## src/rtl/game_ctrl_if.sv

```systemverilog
// game_ctrl_if
// Sound request channel between the game controller and the audio block.
//   sound_req  : request pending, held until the audio block acknowledges
//   sound_type : UI_PRESS=0, NEXTLEVEL=1, CRASH=2, CELEBRATION=3
//   sound_ack  : audio block accepted the pending request
// The master modport is the game controller, the slave modport the audio block.
interface game_ctrl_if;
    logic       sound_req;
    logic [1:0] sound_type;
    logic       sound_ack;

    modport master (
        output sound_req,
        output sound_type,
        input  sound_ack
    );

    modport slave (
        input  sound_req,
        input  sound_type,
        output sound_ack
    );
endinterface

```

## src/rtl/game_ctrl.sv

```systemverilog
// game_ctrl
// Input conditioning and top-level game FSM for the frog game.
// Four raw push-buttons are synchronised, debounced and turned into
// single-cycle press ticks.  The MENU/PLAYING/DEAD/WIN FSM tracks the
// level, and every FSM event posts a sound request to the audio block.
// Ports:
//   clk, rst                      clock, synchronous active-high reset
//   btn_{up,down,left,right}_raw  raw buttons, asynchronous to clk
//   collision                     frog overlaps a hazard (level)
//   goal_reached                  frog entered the goal row (pulse)
//   state                         MENU=0, PLAYING=1, DEAD=2, WIN=3
//   level                         current level, 0 in MENU
//   btn_*_tick, any_key_tick      one-cycle debounced press pulses
//   snd                           sound req/type/ack channel (master)
module game_ctrl #(
    parameter int DEBOUNCE_CYCLES = 500000,
    parameter int HOLD_CYCLES     = 50000000,
    parameter int NUM_LEVELS      = 9
) (
    input  logic        clk,
    input  logic        rst,
    input  logic        btn_up_raw,
    input  logic        btn_down_raw,
    input  logic        btn_left_raw,
    input  logic        btn_right_raw,
    input  logic        collision,
    input  logic        goal_reached,
    output logic [1:0]  state,
    output logic [3:0]  level,
    output logic        btn_up_tick,
    output logic        btn_down_tick,
    output logic        btn_left_tick,
    output logic        btn_right_tick,
    output logic        any_key_tick,
    game_ctrl_if.master snd
);

    localparam int CNT_W  = $clog2(DEBOUNCE_CYCLES + 1);
    localparam int HOLD_W = $clog2(HOLD_CYCLES + 1);

    localparam logic [CNT_W-1:0]  CNT_LAST  = CNT_W'(DEBOUNCE_CYCLES - 1);
    localparam logic [HOLD_W-1:0] HOLD_LAST = HOLD_W'(HOLD_CYCLES - 1);
    localparam logic [3:0]        LAST_LVL  = 4'(NUM_LEVELS);

    // The state encoding is decoded directly by the HUD, so it is fixed.
    typedef enum logic [1:0] {
        MENU    = 2'd0,
        PLAYING = 2'd1,
        DEAD    = 2'd2,
        WIN     = 2'd3
    } state_t;

    typedef enum logic [1:0] {
        UI_PRESS    = 2'd0,
        NEXTLEVEL   = 2'd1,
        CRASH       = 2'd2,
        CELEBRATION = 2'd3
    } sound_t;

    // Button bit order everywhere: 0=up, 1=down, 2=left, 3=right.
    logic [3:0]            raw_vec;
    logic [3:0]            sync_a;
    logic [3:0]            sync_b;
    logic [3:0]            deb;
    logic [3:0]            deb_prev;
    logic [3:0]            tick_vec;
    logic [3:0][CNT_W-1:0] cnt;
    logic                  any_tick;

    state_t                st;
    logic [HOLD_W-1:0]     hold;

    assign raw_vec = {btn_right_raw, btn_left_raw, btn_down_raw, btn_up_raw};

    // Two-flop synchroniser, then a per-button run-length counter: the
    // debounced value only flips after the synchronised input has disagreed
    // with it for DEBOUNCE_CYCLES consecutive cycles. Any agreeing cycle
    // restarts the count, so short glitches never reach the debounced value.
    // The tick is the registered rising edge of the debounced value, so a
    // release produces nothing and a held button ticks exactly once.
    always_ff @(posedge clk) begin
        if (rst) begin
            sync_a   <= '0;
            sync_b   <= '0;
            deb      <= '0;
            deb_prev <= '0;
            tick_vec <= '0;
            any_tick <= 1'b0;
            cnt      <= '0;
        end else begin
            sync_a   <= raw_vec;
            sync_b   <= sync_a;
            deb_prev <= deb;
            tick_vec <= deb & ~deb_prev;
            any_tick <= |(deb & ~deb_prev);
            for (int i = 0; i < 4; i++) begin
                if (sync_b[i] == deb[i]) begin
                    cnt[i] <= '0;
                end else if (cnt[i] == CNT_LAST) begin
                    deb[i] <= ~deb[i];
                    cnt[i] <= '0;
                end else begin
                    cnt[i] <= cnt[i] + CNT_W'(1);
                end
            end
        end
    end

    assign btn_up_tick    = tick_vec[0];
    assign btn_down_tick  = tick_vec[1];
    assign btn_left_tick  = tick_vec[2];
    assign btn_right_tick = tick_vec[3];
    assign any_key_tick   = any_tick;
    assign state          = st;

    // Game FSM plus the sound request register. collision and goal_reached
    // come from logic already clocked by clk, so they are sampled directly.
    // The hold timer runs freely and is only meaningful in DEAD/WIN, where
    // it is zeroed on entry and saturates at HOLD_CYCLES-1.
    // The ack-clear is written first so that an event in the same cycle
    // overrides it: the old request completes and the new one stays raised
    // (latest event wins, nothing is queued).
    always_ff @(posedge clk) begin
        if (rst) begin
            st             <= MENU;
            level          <= '0;
            hold           <= '0;
            snd.sound_req  <= 1'b0;
            snd.sound_type <= UI_PRESS;
        end else begin
            if (snd.sound_req && snd.sound_ack) begin
                snd.sound_req <= 1'b0;
            end
            if (hold != HOLD_LAST) begin
                hold <= hold + HOLD_W'(1);
            end

            unique case (st)
                MENU: begin
                    if (any_tick) begin
                        st             <= PLAYING;
                        level          <= 4'd1;
                        snd.sound_req  <= 1'b1;
                        snd.sound_type <= UI_PRESS;
                    end
                end
                PLAYING: begin
                    if (collision) begin
                        st             <= DEAD;
                        hold           <= '0;
                        snd.sound_req  <= 1'b1;
                        snd.sound_type <= CRASH;
                    end else if (goal_reached) begin
                        snd.sound_req <= 1'b1;
                        if (level == LAST_LVL) begin
                            st             <= WIN;
                            hold           <= '0;
                            snd.sound_type <= CELEBRATION;
                        end else begin
                            level          <= level + 4'd1;
                            snd.sound_type <= NEXTLEVEL;
                        end
                    end
                end
                DEAD, WIN: begin
                    if (any_tick && hold == HOLD_LAST) begin
                        st             <= MENU;
                        level          <= '0;
                        snd.sound_req  <= 1'b1;
                        snd.sound_type <= UI_PRESS;
                    end
                end
            endcase
        end
    end

endmodule

```

## src/flat_wrapper.sv

```systemverilog
// flat-port wrapper written by rule: the top's interface ports become plain ports
module game_ctrl_flat 
#(
    parameter int DEBOUNCE_CYCLES = 500000,
    parameter int HOLD_CYCLES     = 50000000,
    parameter int NUM_LEVELS      = 9
)
  (clk, rst, btn_up_raw, btn_down_raw, btn_left_raw, btn_right_raw, collision, goal_reached, state, level, btn_up_tick, btn_down_tick, btn_left_tick, btn_right_tick, any_key_tick, snd_sound_req, snd_sound_type, snd_sound_ack);
  game_ctrl_if snd_i ();
  input  logic clk;
  input  logic rst;
  input  logic btn_up_raw;
  input  logic btn_down_raw;
  input  logic btn_left_raw;
  input  logic btn_right_raw;
  input  logic collision;
  input  logic goal_reached;
  output logic [1:0] state;
  output logic [3:0] level;
  output logic btn_up_tick;
  output logic btn_down_tick;
  output logic btn_left_tick;
  output logic btn_right_tick;
  output logic any_key_tick;
  output wire logic [$bits(snd_i.sound_req)-1:0] snd_sound_req;
  output wire logic [$bits(snd_i.sound_type)-1:0] snd_sound_type;
  input wire logic [$bits(snd_i.sound_ack)-1:0] snd_sound_ack;
  assign snd_sound_req = snd_i.sound_req;
  assign snd_sound_type = snd_i.sound_type;
  assign snd_i.sound_ack = snd_sound_ack;
  game_ctrl #(.DEBOUNCE_CYCLES(DEBOUNCE_CYCLES), .HOLD_CYCLES(HOLD_CYCLES), .NUM_LEVELS(NUM_LEVELS)) u_core (.clk(clk), .rst(rst), .btn_up_raw(btn_up_raw), .btn_down_raw(btn_down_raw), .btn_left_raw(btn_left_raw), .btn_right_raw(btn_right_raw), .collision(collision), .goal_reached(goal_reached), .state(state), .level(level), .btn_up_tick(btn_up_tick), .btn_down_tick(btn_down_tick), .btn_left_tick(btn_left_tick), .btn_right_tick(btn_right_tick), .any_key_tick(any_key_tick), .snd(snd_i));
endmodule
```

## config.mk

```make
export PLATFORM = sky130hd
export DESIGN_NAME = game_ctrl_flat
export DESIGN_NICKNAME = d
export VERILOG_FILES = /design/src/rtl/game_ctrl_if.sv /design/src/rtl/game_ctrl.sv /design/src/flat_wrapper.sv
export SDC_FILE = /design/constraint.sdc
export NUM_CORES = 1
export LEC_CHECK = 0
export ABC_CLOCK_PERIOD_IN_PS = 2020
export CAP_MARGIN = 5
export CORE_MARGIN = 2
export CORE_UTILIZATION = 34
export CTS_CLUSTER_DIAMETER = 40
export DETAILED_ROUTE_END_ITERATION = 12
export GPL_ROUTABILITY_DRIVEN = 0
export HOLD_SLACK_MARGIN = 0.15
export PLACE_DENSITY = 0.52
export SKIP_CTS_REPAIR_TIMING = 1
export SLEW_MARGIN = 0
export SYNTH_ARGS = -nofsm -noshare
export SYNTH_HDL_FRONTEND = slang
export SYNTH_SLANG_ARGS = --single-unit
```

## constraint.sdc

```tcl
create_clock -name clk -period 2.02 [get_ports clk]
set_clock_uncertainty 0.05 [all_clocks]
set_input_delay 0.404 -clock clk [delete_from_list [all_inputs] [get_ports clk]]
set_output_delay 0.404 -clock clk [all_outputs]
set_load 0.005 [all_outputs]
```

==> summary.md <==
| Metric | Value |
|---|---|
| Min-Delay Startpoint | u_core.deb_prev[3]$_SDFF_PP0_ |
| Parity-gate share of the synthesized area counting xor and xnor cells | 0.149 |
| Sum of negative setup slack | 0 ns |
| Share of layout cells above drive strength 1 | 0.116 |
| Area delta synth->final | 23.8% |
| Peak supply drop | 0.586 mV |
| Vias in the first global route | 4,389 |
| Number of maximum-capacitance constraint violations | 0 |
| Instance count of the mapped netlist | 635 |
| CTS tree | done |
| Detailed placement HPWL | 7790 µm |
| Number of setup violations in the final report | 0 |
| Global-route usage over all layers | 0.134 |
| Cell types with the highest counts after synthesis | sky130_fd_sc_hd__dfxtp_1, sky130_fd_sc_hd__nor2_1, sky130_fd_sc_hd__xnor2_1 |
| Critical Path Max Stage Delay | 0.53 ns |
| Portion of netlist area occupied by mux cells | 0.00887 |
| Die height | 133 µm |
| Maximum count of clock buffers along a single path | 2 |
| Die X-Extent | 133 µm |
| TritonRoute pass-1 iters | 4 |
| Top cells by area in the synthesized netlist | sky130_fd_sc_hd__dfxtp_1, sky130_fd_sc_hd__nor2_1, sky130_fd_sc_hd__xnor2_1 |
| DR vias/cell | 4.76 |
| Highest clock frequency the design can meet | 520 MHz |
| Met3 Track Usage GR | 0.0460 |
| Final non-filler cell total | 928 |
| Layer with the highest usage | met2 |
| Endpoint arrival time on the critical path | 2.15 ns |
| Area of the multi-input gates | 2850 µm² |
| Areal power density over the cells | 843 nW/µm² |
| Setup repair after global routing missed its margin | no |
| Initial detailed-routing violation count | 187 |
| Total number of nets in the final design | 711 |
| Insertion delay to the later sink of the worst-skew pair | 0.41 ns |
| Root buffer selected by CTS | sky130_fd_sc_hd__clkbuf_16 |
| Row cnt | 47 |
| Most common flop cell mapped by yosys | sky130_fd_sc_hd__dfxtp_1 |
| Ports placed on the boundary | 23 |
| Area fraction in compound gates after synthesis | 0.0357 |
| Footprint of the flip-flops and latches | 2650 µm² |
| # clock sinks | 132 |
| Syn Std Cell Area | 5640 µm² |
| Run status | completed |
| Fill cell total of the finished layout | 1,593 |
| Area share of the largest cell type after synthesis | 0.468 |
| Synth Warn # | 0 |
| Leakage power summed over all cells | 2.37 nW |
| Worst relative slew slack | 0.758 |
| Net count after synthesis | 651 |
| Share of async-settable or async-resettable flops after synthesis | 0 |
| Top fanout value on the critical path | 4 |
| Shortest clock period the worst path allows after layout | 1.92 ns |
| Total power after layout | 5.89 mW |
| Simple-gate portion of the synthesized area | 0.291 |
| Critical path start-end classification | reg -> reg |
| Ordered cell list for the critical path | or4_4 -> nor4_4 -> buf_4 -> nand3_1 -> a21oi_1 -> a2111oi_0 |
| Clock slew seen by the registers of the worst setup and hold paths | 0.06 ns |
| Cell accounting for the most synthesized area | sky130_fd_sc_hd__dfxtp_1 |
| GR Util met1 | 0.160 |
| Antenna fix cells | 0 |
| Final worst path period share | 0.952 |
| Mean post-synth cell area | 8.89 µm² |
| Library cell with the highest instance count after synthesis | sky130_fd_sc_hd__dfxtp_1 |
| Type of element capturing the critical path | flip-flop |
| Total Die Area | 17,600 µm² |
| Category of the worst setup path launch point | flip-flop |
| Total placed cells including tap cells | 895 |
| Required time of the worst setup path | 2.25 ns |
| Total Routed Length | 11,100 µm |
| Detailed-route wire length per cell | 12.0 µm |
| Antenna violations before repair | 0 |
| Initial standard-cell utilization of the core | 0.344 |
| Adder and majority gate portion of the synthesized area | 0.0155 |
| Dominant combinational cell family by area after synthesis | simple AND/OR/NAND/NOR gates |
| Max-slew violation count | 0 |
| Wire length of the first global-routing pass | 19,400 µm |
| Part of the Yosys area used for sequential elements | 0.468 |
| Critical Path Source | u_core.hold[10]$_SDFF_PP0_ |
| Number of library cell types mapped by synthesis | 50 |
| Remaining antenna violation count | 0 |
| Pin slew with the least headroom to its limit | 0.358 ns |
| Worst-path cell with the longest stage delay | sky130_fd_sc_hd__or4_4 |
| Post-route worst setup slack | 0.0964 ns |
| Worst min-delay path class | reg -> reg |
| Worst flop-to-flop path startpoint | u_core.hold[10]$_SDFF_PP0_ |
| DRC violations left | 0 |
| Worst setup timing slack at the placement stage | -0.189 ns |
| Total of flip-flops plus latches after synthesis | 132 |
| Number of buffers created by CTS | 17 |
| Number of levels in the clock H-tree | 4 |
| Met2 global-route usage | 0.221 |
| Post-synth EDFFs | 0 |
| Hold Vio Cnt, Final | 0 |
| Routed vias | 4,418 |
| Total overflow reported by the global router | 0 |
| Pin count of the biggest net entering global routing | 21 |
| Area of the core | 16,400 µm² |
| I/O Buffers | 22 |
==> layout by cell type, fill, tap and decap left out, types with 3 or more instances in the layout <==
cell type and n:
sky130_fd_sc_hd__a21o_1 4, sky130_fd_sc_hd__a21oi_1 10, sky130_fd_sc_hd__and3_1 16, sky130_fd_sc_hd__and4_1 8, sky130_fd_sc_hd__buf_4 36, sky130_fd_sc_hd__bufinv_16 3, sky130_fd_sc_hd__clkbuf_16 17, sky130_fd_sc_hd__clkbuf_8 4
sky130_fd_sc_hd__clkdlybuf4s50_1 22, sky130_fd_sc_hd__clkinv_2 4, sky130_fd_sc_hd__dfxtp_1 130, sky130_fd_sc_hd__ha_1 7, sky130_fd_sc_hd__inv_1 18, sky130_fd_sc_hd__mux2i_1 5, sky130_fd_sc_hd__nand2_1 33, sky130_fd_sc_hd__nand2b_1 3
sky130_fd_sc_hd__nand3_1 40, sky130_fd_sc_hd__nand4_1 23, sky130_fd_sc_hd__nor2_1 128, sky130_fd_sc_hd__nor2b_1 18, sky130_fd_sc_hd__nor3_1 17, sky130_fd_sc_hd__nor4_1 10, sky130_fd_sc_hd__o21ai_0 3, sky130_fd_sc_hd__o21ai_1 4
sky130_fd_sc_hd__or3_1 3, sky130_fd_sc_hd__or4_1 3, sky130_fd_sc_hd__xnor2_1 53, sky130_fd_sc_hd__xor2_1 43
==> worst max-delay path, delay by kind of cell, from the launching register on <==
family	cells	cell delay (ns)
AO/OA/AOI/OAI	2	0.22
flip-flops	1	0.33
AND/OR/NAND/NOR	3	1.01
buffers and inverters	1	0.18
==> cells by family (layout without fill, tap and decap cells) <==
kind of cell               count (synthesis)  after routing
and+or+nand+nor                          326            326
muxes                                      5              5
DFF                                      132            132
buffers and inverters                     37            110
adders and majority gates                  7              7
xor gates and xnor gates                  96             96
AOI/OAI and AO/OA                         32             32
==> per-layer routing <==
metal | share of wire | vias to the layer above
li1 | - | 2267
met1 | 0.47 | 2054
met2 | 0.47 | 75
met3 | 0.039 | 22
met4 | 0.022 | 0
met5 | 0 | -
==> where the power goes <==
part / switching, mW / total, mW / internal, mW
registers: 0.0145 / 2.64 / 2.62
logic: 0.0526 / 0.109 / 0.0564
clock network: 1.08 / 3.15 / 2.06
==> through the flow <==
stage / cell area [µm²] / utilization / hold WS [ns]
2_1_floorplan: 5650 / - / 0.324
3_3_place_gp: 6340 / 0.386 / 0.333
3_5_place_dp: 6340 / 0.386 / 0.334
4_1_cts: 6950 / 0.424 / 0.342
5_1_grt: 6990 / 0.426 / 0.376
6_report: 6990 / 0.426 / 0.340
==> cell type report <==
class	count	share of cell area
multi-input combinational	466	0.408
sequential	132	0.379
timing repair buffer	60	0.0759
clock buffer	23	0.0699
tap	220	0.0394
clock inverter	9	0.0179
inverter	18	0.00967
==> sequential cells by signal, indices dropped and copies added (netlist names), 4 cells and up <==
| name | flops |
|---|---|
| u_core.sync_b | 4 |
| u_core.deb | 4 |
| u_core.deb_prev | 4 |
| u_core.level | 4 |
| u_core.sync_a | 4 |
| u_core.tick_vec | 4 |
| u_core.hold | 26 |
| u_core.cnt | 76 |
==> worst paths after layout <==
kind                                                       to  slack [ns]  cells past startpoint
worst max-delay path             u_core.state[0]$_SDFFE_PP0P_         0.1                      6
worst max register to register   u_core.state[0]$_SDFFE_PP0P_         0.1                      6
worst min register to register  u_core.tick_vec[3]$_SDFF_PP0_        0.34                      1
worst min-delay path            u_core.tick_vec[3]$_SDFF_PP0_        0.34                      1
Note: power is estimated with default switching activity, not from simulation.
